<file path="config.mk">
export PLATFORM = sky130hd
export DESIGN_NAME = square_wave_gen
export DESIGN_NICKNAME = d
export VERILOG_FILES = /design/src/rtl/square_wave_gen.sv
export SDC_FILE = /design/constraint.sdc
export NUM_CORES = 1
export LEC_CHECK = 0
export ABC_CLOCK_PERIOD_IN_PS = 3600
export CAP_MARGIN = 15
export CORE_MARGIN = 1.5
export CORE_UTILIZATION = 58
export DETAILED_ROUTE_END_ITERATION = 8
export PLACE_DENSITY = 0.77
export SLEW_MARGIN = 10
export SYNTH_ARGS = -nofsm -noshare
export SYNTH_HDL_FRONTEND = slang
export SYNTH_SLANG_ARGS = --single-unit
</file>
<file path="constraint.sdc">
create_clock -name clk -period 3.6 [get_ports clk]
set_input_delay 0.36 -clock clk [delete_from_list [all_inputs] [get_ports clk]]
set_output_delay 0.36 -clock clk [all_outputs]
set_load 0.01 [all_outputs]
</file>
<file path="src/rtl/square_wave_gen.sv">
// square_wave_gen: multi-channel PWM / square-wave generator.
// Each channel owns a period/duty pair that is double-buffered (shadow ->
// active at each period boundary) plus an enable/invert control register.
// wave and wrap are registered so no input reaches an output combinationally.
`timescale 1ns/1ps

module square_wave_gen #(
    parameter  int CHANNELS = 2,
    parameter  int WIDTH    = 8,
    localparam int AW       = $clog2(CHANNELS) + 2
) (
    input  logic                clk,
    input  logic                rst,
    input  logic                wr_en,
    input  logic [AW-1:0]       wr_addr,
    input  logic [WIDTH-1:0]    wr_data,
    output logic [CHANNELS-1:0] wave,
    output logic [CHANNELS-1:0] wrap
);

    // Register selects within a channel's address window.
    localparam logic [1:0] SEL_PERIOD = 2'd0;
    localparam logic [1:0] SEL_DUTY   = 2'd1;
    localparam logic [1:0] SEL_CTRL   = 2'd2;

    // Channel-index field width; a single-channel build has no index bits.
    localparam int IW = (CHANNELS > 1) ? $clog2(CHANNELS) : 1;

    logic [IW-1:0] wr_ch;
    logic [1:0]    wr_sel;

    assign wr_sel = wr_addr[1:0];

    generate
        if (CHANNELS > 1) begin : g_idx
            assign wr_ch = wr_addr[AW-1:2];
        end else begin : g_idx_single
            assign wr_ch = '0;
        end
    endgenerate

    // Indices that match no generated channel (>= CHANNELS) simply select
    // nothing, so such writes fall away without any extra range check.
    for (genvar ch = 0; ch < CHANNELS; ch++) begin : g_ch
        logic [WIDTH-1:0] p_sh;
        logic [WIDTH-1:0] d_sh;
        logic [WIDTH-1:0] p_act;
        logic [WIDTH-1:0] d_act;
        logic [WIDTH-1:0] cnt;
        logic             en;
        logic             inv;
        logic             wave_q;
        logic             wrap_q;

        logic             hit;
        logic             wr_p;
        logic             wr_d;
        logic             wr_c;
        logic             at_end;
        logic             turn_on;
        logic             turn_off;
        logic [WIDTH-1:0] p_next;
        logic [WIDTH-1:0] d_next;

        assign hit      = wr_en && (wr_ch == IW'(ch));
        assign wr_p     = hit && (wr_sel == SEL_PERIOD);
        assign wr_d     = hit && (wr_sel == SEL_DUTY);
        assign wr_c     = hit && (wr_sel == SEL_CTRL);
        assign turn_on  = wr_c && !en &&  wr_data[0];
        assign turn_off = wr_c &&  en && !wr_data[0];
        assign at_end   = (cnt == p_act);

        // Forward a shadow write landing on a wrap edge straight into the
        // active copy, so the freshly written value is not lost for a period.
        assign p_next = wr_p ? wr_data : p_sh;
        assign d_next = wr_d ? wr_data : d_sh;

        // Shadow and control registers: plain write-port captures.
        // NOTE: every clocked block uses non-blocking (<=) assignments so all
        // flops sample pre-edge values; the asynchronous reset clears each
        // register directly, outputs included, without waiting for clk.
        always_ff @(posedge clk or posedge rst) begin
            if (rst) begin
                p_sh <= '0;
                d_sh <= '0;
                en   <= 1'b0;
                inv  <= 1'b0;
            end else begin
                if (wr_p) p_sh <= wr_data;
                if (wr_d) d_sh <= wr_data;
                if (wr_c) begin
                    en  <= wr_data[0];
                    inv <= wr_data[1];
                end
            end
        end

        // Period counter and active period/duty, reloaded at each boundary
        // and on enable; disabling parks the counter at 0.
        always_ff @(posedge clk or posedge rst) begin
            if (rst) begin
                cnt   <= '0;
                p_act <= '0;
                d_act <= '0;
            end else if (turn_on) begin
                cnt   <= '0;
                p_act <= p_next;
                d_act <= d_next;
            end else if (turn_off) begin
                cnt   <= '0;
            end else if (en) begin
                if (at_end) begin
                    cnt   <= '0;
                    p_act <= p_next;
                    d_act <= d_next;
                end else begin
                    cnt   <= cnt + WIDTH'(1);
                end
            end
        end

        // Registered outputs, one cycle behind the counter they decode.
        always_ff @(posedge clk or posedge rst) begin
            if (rst) begin
                wave_q <= 1'b0;
                wrap_q <= 1'b0;
            end else begin
                wave_q <= en & ((cnt < d_act) ^ inv);
                wrap_q <= en & at_end;
            end
        end

        assign wave[ch] = wave_q;
        assign wrap[ch] = wrap_q;
    end

endmodule

</file>
After elaboration in Yosys (flattened, before gate mapping)
Cells that the tools add are included.
{ "totals": {"regBits": 88, "in_bits": 14, "output_inout_bits": 4, "wordCells": 91} }
{ "classes": {"n_addsub": 2, "magnitude_cmp": 2, "n_eq_ne": 6, "n_mux": 28, "bitwise": 7, "reduce_logical": 28} }
{ "op_table": {"columns": ["cell", "count"], "rows": [
  ["$mux 8", 28],
  ["$add 8x1->8 const B", 2],
  ["$eq 8x8->1", 2],
  ["$logic_and 1x1->1", 16],
  ["$lt 8x8->1", 2],
  ["$reduce_bool 2->1", 4],
  ["$reduce_and 3->1", 2],
  ["$reduce_bool 3->1", 2],
  ["$and 1x1->1", 4],
  ["$ne 2x2->1 const B", 2],
  ["$logic_not 1->1", 3],
  ["$eq 2x1->1 const B", 1],
  ["$eq 2x2->1 const B", 1],
  ["$logic_not 2->1", 1],
  ["$xor 1x1->1", 2],
  ["$not 1->1", 1]
]} }

Depth between registers and ports, before layout
Gate-level depths: netlist of run 1.
{ "depth": {"ltp_word": 8, "mapped_depth": 8, "ltp_nobuf": 7} }

Least setup slack after synthesis of run 1
OpenSTA, ideal clock, no wires.
{ "synth_path": {"path_kind": "reg2reg", "start": "register g_ch[1].cnt[3]", "end": "register g_ch[1].d_act[0]", "arrival_time_ns": 1.807, "required_time_ns": 3.475, "path_slack_ns": 1.668, "path_stages_with_launch": 9, "n_path_buf": 3, "period_less_slack_ns": 1.932, "cell_sequence": "dfrtp_1 > xor2_1 > nor4_1 > and2_1 > buf_6 > o21a_1 > buf_6 > buf_12 > mux2_4"} }
{ "synth_via": {"elab_chain_cells": 3} }
{ "synth_rtl": {"columns": ["element", "line", "rtl"], "rows": [
  ["start: declaration", "49", "logic [WIDTH-1:0] cnt;"],
  ["start signal: assignment", "117", "cnt <= cnt + WIDTH'(1);"],
  ["$eq 8x8->1", "71", "assign at_end = (cnt == p_act);"],
  ["$reduce_bool 2->1 (no source line)", null, null],
  ["$reduce_and 3->1 (no source line)", null, null],
  ["end signal: assignment", "108", "d_act <= d_next;"],
  ["end signal: assignment", "115", "d_act <= d_next;"],
  ["end: declaration", "48", "logic [WIDTH-1:0] d_act;"]
]} }
No other way between the ends.
A chain may end at the register's enable or synchronous reset.

Worst setup path after layout of run 1
{ "layout_path": {"start": "register g_ch[1].cnt[3]", "end": "register g_ch[1].p_act[3]"} }
{ "layout_via": {"elab_chain_cells": 3} }
{ "layout_rtl": {"columns": ["element", "line", "rtl"], "rows": [
  ["$eq 8x8->1", "71", null],
  ["$reduce_bool 2->1 (no source line)", null, null],
  ["$reduce_and 3->1 (no source line)", null, null],
  ["end signal: assignment", "107", "p_act <= p_next;"],
  ["end signal: assignment", "114", "p_act <= p_next;"],
  ["end: declaration", "47", "logic [WIDTH-1:0] p_act;"]
]} }
No other way between the ends.

==> results of run 1 <==
-- worst register-to-register path, stage by stage (launching register included) --
cell and delay [ns]:
sky130_fd_sc_hd__dfrtp_1 0.47, sky130_fd_sc_hd__xor2_1 0.18, sky130_fd_sc_hd__nor4_1 0.51, sky130_fd_sc_hd__and2_1 0.40
sky130_fd_sc_hd__o21a_1 0.18, sky130_fd_sc_hd__buf_4 0.29, sky130_fd_sc_hd__mux2_2 0.39
-- final cells by class --
type	instances	share of cell area
multi-input combinational	235	0.404
clock inverter	4	0.0156
tap	99	0.0257
timing repair buffer	23	0.0447
sequential	88	0.457
inverter	23	0.0182
clock buffer	12	0.0343
-- per-layer routing --
| metal | share of wire | wire, um | GRT usage | vias up |
|---|---|---|---|---|
| met3 | 0.039 | 320 | 0.0360 | 11 |
| met2 | 0.47 | 3870 | 0.347 | 65 |
| met1 | 0.48 | 3940 | 0.323 | 1397 |
| met4 | 0.019 | 154 | 0.0965 | 0 |
| li1 | - | - | - | 1312 |
| met5 | 0 | 0 | 0 | - |
-- registers in the layout, indices dropped and copies added (netlist names) --
register and flops:
g_ch.cnt 16, g_ch.d_act 16, g_ch.d_sh 16, g_ch.p_act 16
g_ch.p_sh 16, g_ch.en 2, g_ch.inv 2, g_ch.wave_q 2
g_ch.wrap_q 2
-- cell usage in the layout, fill, tap and decap left out, types with 2 or more instances in the layout --
cell type / count
sky130_fd_sc_hd__nand4b_1: 2
sky130_fd_sc_hd__inv_1: 22
sky130_fd_sc_hd__xor2_1: 16
sky130_fd_sc_hd__o21ai_0: 14
sky130_fd_sc_hd__clkinvlp_4: 2
sky130_fd_sc_hd__a21o_1: 2
sky130_fd_sc_hd__ha_1: 16
sky130_fd_sc_hd__o2bb2ai_1: 2
sky130_fd_sc_hd__a21oi_1: 12
sky130_fd_sc_hd__a2bb2oi_1: 2
sky130_fd_sc_hd__nor4_1: 5
sky130_fd_sc_hd__or3_1: 2
sky130_fd_sc_hd__clkbuf_8: 12
sky130_fd_sc_hd__o21a_1: 4
sky130_fd_sc_hd__or2_2: 3
sky130_fd_sc_hd__buf_4: 6
sky130_fd_sc_hd__o31ai_1: 3
sky130_fd_sc_hd__clkdlybuf4s50_1: 17
sky130_fd_sc_hd__o22ai_1: 3
sky130_fd_sc_hd__bufinv_16: 2
sky130_fd_sc_hd__nor3b_1: 2
sky130_fd_sc_hd__mux2_4: 20
sky130_fd_sc_hd__and3_1: 5
sky130_fd_sc_hd__mux2_2: 45
sky130_fd_sc_hd__nor3_1: 8
sky130_fd_sc_hd__nand3_1: 8
sky130_fd_sc_hd__dfrtp_1: 88
sky130_fd_sc_hd__nand2b_1: 5
sky130_fd_sc_hd__a31oi_1: 3
sky130_fd_sc_hd__o211ai_1: 3
sky130_fd_sc_hd__o2111ai_1: 2
sky130_fd_sc_hd__nor2_1: 5
sky130_fd_sc_hd__nand2_1: 33
-- kinds of logic after synthesis --
group           synth area share
flops                      0.507
simple gates               0.104
mux                        0.188
compound gates            0.0781
buf+inv                   0.0449
xor+xnor                  0.0323
fa+ha+maj                 0.0461
-- per-stage QoR --
stage	instances	utilization	power (mW)	instance area, sq um
3_3_place_gp	468	0.631	2.52	4580
5_1_grt	484	0.664	3.59	4820
2_1_floorplan	360	-	2.31	4340
4_1_cts	484	0.664	3.38	4820
3_5_place_dp	468	0.631	2.59	4580
6_report	484	0.664	3.37	4820
-- report_power, final --
part / switching (mW) / internal (mW) / total, mW / leakage (nW)
Sequential: 0.258 / 1.30 / 1.56 / 1.08
Clock: 0.349 / 0.448 / 0.797 / 0.115
Combinational: 0.464 / 0.550 / 1.01 / 0.969
Total: 1.07 / 2.30 / 3.37 / 2.17
-- worst max path at each step --
stage / start / to / slack (ns)
2_1_floorplan: rst / g_ch[0].cnt[0] / 0.96
3_3_place_gp: wr_addr[0] / g_ch[0].p_act[3] / 1.01
3_5_place_dp: wr_addr[0] / g_ch[0].p_act[5] / 0.92
4_1_cts: g_ch[1].cnt[6] / g_ch[1].p_act[3] / 1.16
5_1_grt: g_ch[1].cnt[6] / g_ch[1].p_act[3] / 1.0
6_report: g_ch[1].cnt[3] / g_ch[1].p_act[3] / 1.07
==> results.md, run 1 <==
- For this design the ratio of total power to cell area is 700 nW/um^2.
- The count of final max-slew check failures is 0.
- The number of instances in the synthesized netlist is 360.
- The reg-to-reg critical path startpoint is g_ch[1].cnt[3].
- The total overflow left after global routing is 0.
- The number of diodes added for antenna fixing is 0.
- Of the synthesized area, sequential elements account for 0.507.
- In the final timing run, aggregate negative setup slack is 0 ns.
- For the pin with the worst max-slew slack, the measured transition is 0.843 ns.
- Counting every net in the synthesized netlist gives 390.
- The number of global-route vias before repair is 2,701.
- Setup repair after global routing left no endpoint under its margin.
- The final layout contains routed wiring with a total length of 8.28 mm.
- The worst min-delay path category is primary input to asynchronous set/reset pin.
- The number of enable-type register cells in the synthesized netlist is 0.
- Prior to clock tree synthesis, the placed netlist has a worst setup slack of 0.921 ns.
- STA puts the critical path data required time at 3.85 ns.
- In the final layout, the share of cells above drive strength 1 is 0.249.
- The share of synthesized area in the top cell type comes to 0.507.
- The number of buffers and inverters on the critical path is 1.
- The flow ran to the end, and the final reports show no timing, DRC or antenna violations.
- The initialized floorplan defines 31 standard-cell rows.
- The worst setup path is launched from a register.
- The die covers 8020 sq um.
- The critical path is of the register to register type.
- Setup violations remaining at the end of the flow were counted as 0.
- The aggregate global-route resource usage is 0.227.
- Based on the critical path, the design can be clocked at up to 395 MHz.
- The clock tree from TritonCTS is done.
- The slowest cell on the critical path is sky130_fd_sc_hd__nor4_1.
- The leakage dissipation is 2.17 nW.
- CTS placed an instance of sky130_fd_sc_hd__clkbuf_8 at the clock tree root.
- The clock passes through at most 2 buffers.
- Traced cell by cell, the critical path runs through xor2_1 > nor4_1 > and2_1 > o21a_1 > buf_4 > mux2_2.
- The number of levels the H-tree was split into is 3.
- Dividing the synthesized area by the synthesized cell count gives 12.1 sq um.
- For the worst flop-to-flop path, the logic depth is 6.
- The post-route fraction of the period consumed by the critical path is 0.702.
- In this run the register-to-register setup slack is 1.07 ns.
- The number of violations reported at the end of detailed-routing iteration 0 is 234.
- The cell with the most instances after synthesis is sky130_fd_sc_hd__dfrtp_1.
- The tool flagged a number of max-cap violations equal to 0.
- The number of gates resized after cts is 0.
- The count of input and output buffers is 17.
- By count the netlist is led by sky130_fd_sc_hd__dfrtp_1 (88), sky130_fd_sc_hd__mux2_2 (45), sky130_fd_sc_hd__nand2_1 (33).
- The setup skew after layout is 0.0139 ns.
- The cell depth of the worst setup path is 6.
- The wire length of the first global-routing pass is 13.4 mm.
- The total iterations of the first detailed-routing run is 4.
- The post-route antenna net violation count is 0.
- The insertion delay to the later sink of the worst-skew pair is 0.36 ns.
- Sorting the synthesized cells by area gives the leading types as sky130_fd_sc_hd__dfrtp_1 (51%), sky130_fd_sc_hd__mux2_2 (12%), sky130_fd_sc_hd__mux2_4 (6.9%).
- For this run, the slowest stage of the critical path takes 0.51 ns.
- The number of inserted filler cells in the final layout is 570.
- Dividing the detail-routed wire length by the instance count gives 17.1 um.
- The clock sink count is 88.
- After layout, the worst setup slack is 1.07 ns.
- After detailed routing, the number of remaining DRC violations is 0.
- The data arrival time of the worst path is 2.77 ns.
- The share of async-settable or async-resettable flops after synthesis is 1.00.
- The number of warnings issued by yosys is 0.
- The post-synthesis instance area is 4340 sq um.
- The worst-case IR drop observed on VDD is 397 uV.
- The netlist uses 43 different library cells.
- Of all nets on the critical path, the largest fanout is 16.
- The library cell occupying the most area in the post-synthesis netlist is sky130_fd_sc_hd__dfrtp_1.
- The critical register-to-register path endpoint is g_ch[1].p_act[3].
- The total of flip-flops plus latches after synthesis is 88.
- In the routed layout, each cell is associated on average with a via count of 5.75.
- The initial antenna violation count came to 0.
- Entering global routing, the biggest net connects 45 pins.
- The final-report hold violation count came to 0.
- The nature of the critical path endpoint is a register.
- The total area inside the core boundary comes to 7250 sq um.
- The number of clock buffers added by TritonCTS is 9.
- The post-route minimum period is 2.53 ns.
- In this run the count of I/O pins placed on the die edge is 18.
- The placer congestion estimate is 0.823.
- The floorplan step set the die width to 89.5 um.
- The family with the most delay on the worst path is simple AND/OR/NAND/NOR gates.
- The total number of vias is 2,785.
- Buffers added to address setup during post-CTS repair amount to 0.
- The multi-input logic area is 1950 sq um.
- The most used flip-flop cell after synthesis is sky130_fd_sc_hd__dfrtp_1.
- The number of hold buffers added after CTS was 0.
- Clock-pin slew was measured on the worst setup and hold paths at 0.08 ns.
- In the final design database the tool counted 410 nets.
- The wire-length estimate of the detail-placed layout is 5.86 mm.
- The starting density of the core is 0.599.
- The worst-case headroom to the max-slew limit is 0.438.
- The synthesis-to-finish area growth is 10.9%.
- The worst slack on hold paths is 0.426 ns.
- The sequential standard cell area is 2200 sq um.
- The floorplan step set the die height to 89.5 um.
(Power assumes the default switching activity.)
==> inputs of run 2 (changes only) <==
Settings changed: ABC_CLOCK_PERIOD_IN_PS 3600 to 2250, CORE_UTILIZATION 58 to 55, PLACE_DENSITY 0.77 to 0.76.
Clock period 3.6 ns to 2.25 ns, I/O delays scaled along.
==> results.md, run 2 (same netlist as run 1, synthesis figures left out) <==
- Gates resized during post-CTS repair numbered 0.
- The number of top-level design ports is 18.
- Across the run, the number of max-cap violations was 0.
- In this run the tightest slew margin relative to its limit is 0.651.
- Routability-driven placement finished with a final weighted congestion of 0.837.
- The number of violations reported at the end of detailed-routing iteration 0 is 131.
- The maximum clock frequency is 493 MHz.
- The final instance area is 4950 sq um.
- The first detailed-routing pass ran for 4 iterations.
- The repair_antennas step left the layout with diodes totalling 0.
- Row generation in the floorplan step produced 32 rows.
- The total half-perimeter wirelength after legalization and detailed placement is 6.01 mm.
- Buffers added to address setup during post-CTS repair amount to 0.
- The die is 91.9 um tall.
- The count of input and output buffers is 17.
- The wire length per cell after detailed routing is 16.8 um.
- The total overflow left after global routing is 0.
- After detailed routing, the number of vias per cell comes to 5.63.
- The final-report hold violation count was 0.
- In this run the critical register-to-register path is launched from g_ch[1].cnt[5].
- The library cell used most frequently in the layout, excluding fill and tap cells, is sky130_fd_sc_hd__dfrtp_1.
- The H-tree was split into 3 levels.
- The number of global-route vias before repair is 3,015.
- The worst reg-to-reg path cell count is 6.
- In this run the worst hold path is classified as primary input to asynchronous set/reset pin.
- For the pin with the worst max-slew slack, the measured transition is 0.523 ns.
- Setup violations remaining at the end of the flow were counted as 0.
- The root buffer cell chosen for the clock tree is sky130_fd_sc_hd__clkbuf_8.
- At the end of the flow, the number of nets in the layout was 425.
- The number of buffers added by the clock tree synthesis step is 9.
- The core area is 7690 sq um.
- The leakage dissipation is 2.24 nW.
- The peak fanout along the critical path is 16.
- The first global-routing pass estimated 14.5 mm of wire.
- The flow ran to the end, and the final reports show no timing, DRC or antenna violations.
- Leaving out fill and tap cells, the most frequent cells in the layout are sky130_fd_sc_hd__dfrtp_1 (88), sky130_fd_sc_hd__mux2_2 (45), sky130_fd_sc_hd__nand2_1 (33).
- The sort of element at the start of the critical path is a register.
- Of the available clock period, the critical path in the final layout requires 0.901.
- The worst slack on hold paths is 0.197 ns.
- The clock tree buffer depth is 2.
- The routed wire length is 8.44 mm.
- The classification of the worst setup path is register to register.
- The clock sink count is 88.
- The post-placement cell area is 4730 sq um.
- The final routed DRC violation total is 0.
- Setup repair after global routing left no endpoint under its margin.
- The count of final max-slew check failures came to 0.
- The total number of vias is 2,824.
- The clock tree from TritonCTS is done.
- Data arrives at the worst endpoint at 2.27 ns.
- The final worst slack is 0.222 ns.
- The worst-case setup slack after placement is 0.0858 ns.
- The initial antenna violation count is 0.
- Tracing the worst setup path back leads to its startpoint at g_ch[1].cnt[5].
- Power comes to 5.41 mW.
- The number of inserted filler cells in the final layout is 589.
- VDD sags by at most 695 uV.
- The fraction of layout cells with a size suffix above 1 is 0.270.
- The synthesis-to-finish area growth is 13.9%.
- The final-layout setup total negative slack is 0 ns.
- The power density normalized to cell area is 1090 nW/um^2.
- The number of hold buffers added after CTS was 0.
- Subtracting the final worst setup slack from the clock period gives 2.03 ns.
- In this run the remaining antenna-violating nets after routing total 0.
- STA puts the critical path data required time at 2.49 ns.
- The setup skew after layout is 0.0165 ns.
- The die is 91.9 um wide.
- The die covers 8440 sq um.
- STA classifies the critical path endpoint as a register.
- Across every metal layer, demand over resource in global routing totals 0.223.
- Entering global routing, the biggest net connects 74 pins.
- For the worst-skew pair, the clock arrives at the later sink with an insertion delay of 0.37 ns.
- The clock-pin slew on the worst setup and hold paths is 0.09 ns.
- The starting density of the core is 0.565.
==> run 2: cell types whose count changed in the layout (fill, tap and decap cells not counted), sizes merged <==
| cell | previous run | this run |
|---|---|---|
| buf | 6 | 21 |
| clkinvlp | 2 | 1 |
| clkbuf | 12 | 13 |
==> run 2: power breakdown <==
part	total (mW)	internal [mW]	switching (mW)	leakage, nW
Clock	1.19	0.656	0.535	0.108
Sequential	2.46	2.08	0.373	1.08
Combinational	1.76	0.956	0.805	1.05
Total	5.41	3.70	1.71	2.24
==> run 2: layer usage <==
layer,vias up,track usage,wire (um)
met5,-,0,0
met4,0,0.0936,250
met2,50,0.388,4280
li1,1337,-,-
met1,1417,0.263,3630
met3,20,0.0522,275
==> run 2: worst paths after layout <==
check | slack [ns] | end
setup / recovery | 0.22 | g_ch[1].p_act[7]
hold / removal | 0.20 | g_ch[1].p_act[1]
setup reg to reg | 0.22 | g_ch[1].p_act[7]
hold reg to reg | 0.50 | g_ch[0].p_sh[7]
max in group asynchronous | 1.38 | g_ch[1].p_sh[5]
min in group clk | 0.50 | g_ch[0].p_sh[7]
==> run 2: critical path, stage by stage, from the launching register on <==
cell,delay [ns]
sky130_fd_sc_hd__dfrtp_1,0.47
sky130_fd_sc_hd__xor2_1,0.17
sky130_fd_sc_hd__nor4_1,0.36
sky130_fd_sc_hd__and2_1,0.20
sky130_fd_sc_hd__o21a_1,0.17
sky130_fd_sc_hd__buf_12,0.17
sky130_fd_sc_hd__mux2_2,0.34
==> run 2: final cells by class <==
class	instances	area, sq um	share of cell area
clock buffer	13	149	0.0301
clock inverter	3	65.1	0.0132
inverter	23	90.1	0.0182
multi-input combinational	235	1950	0.394
sequential	88	2200	0.445
tap	102	128	0.0258
timing repair buffer	38	365	0.0739
==> run 2: metrics by stage <==
stage,util,std cells
global route,0.643,502
CTS,0.643,502
finish,0.643,502
global placement,0.616,486
floorplan,-,360
detailed placement,0.616,486
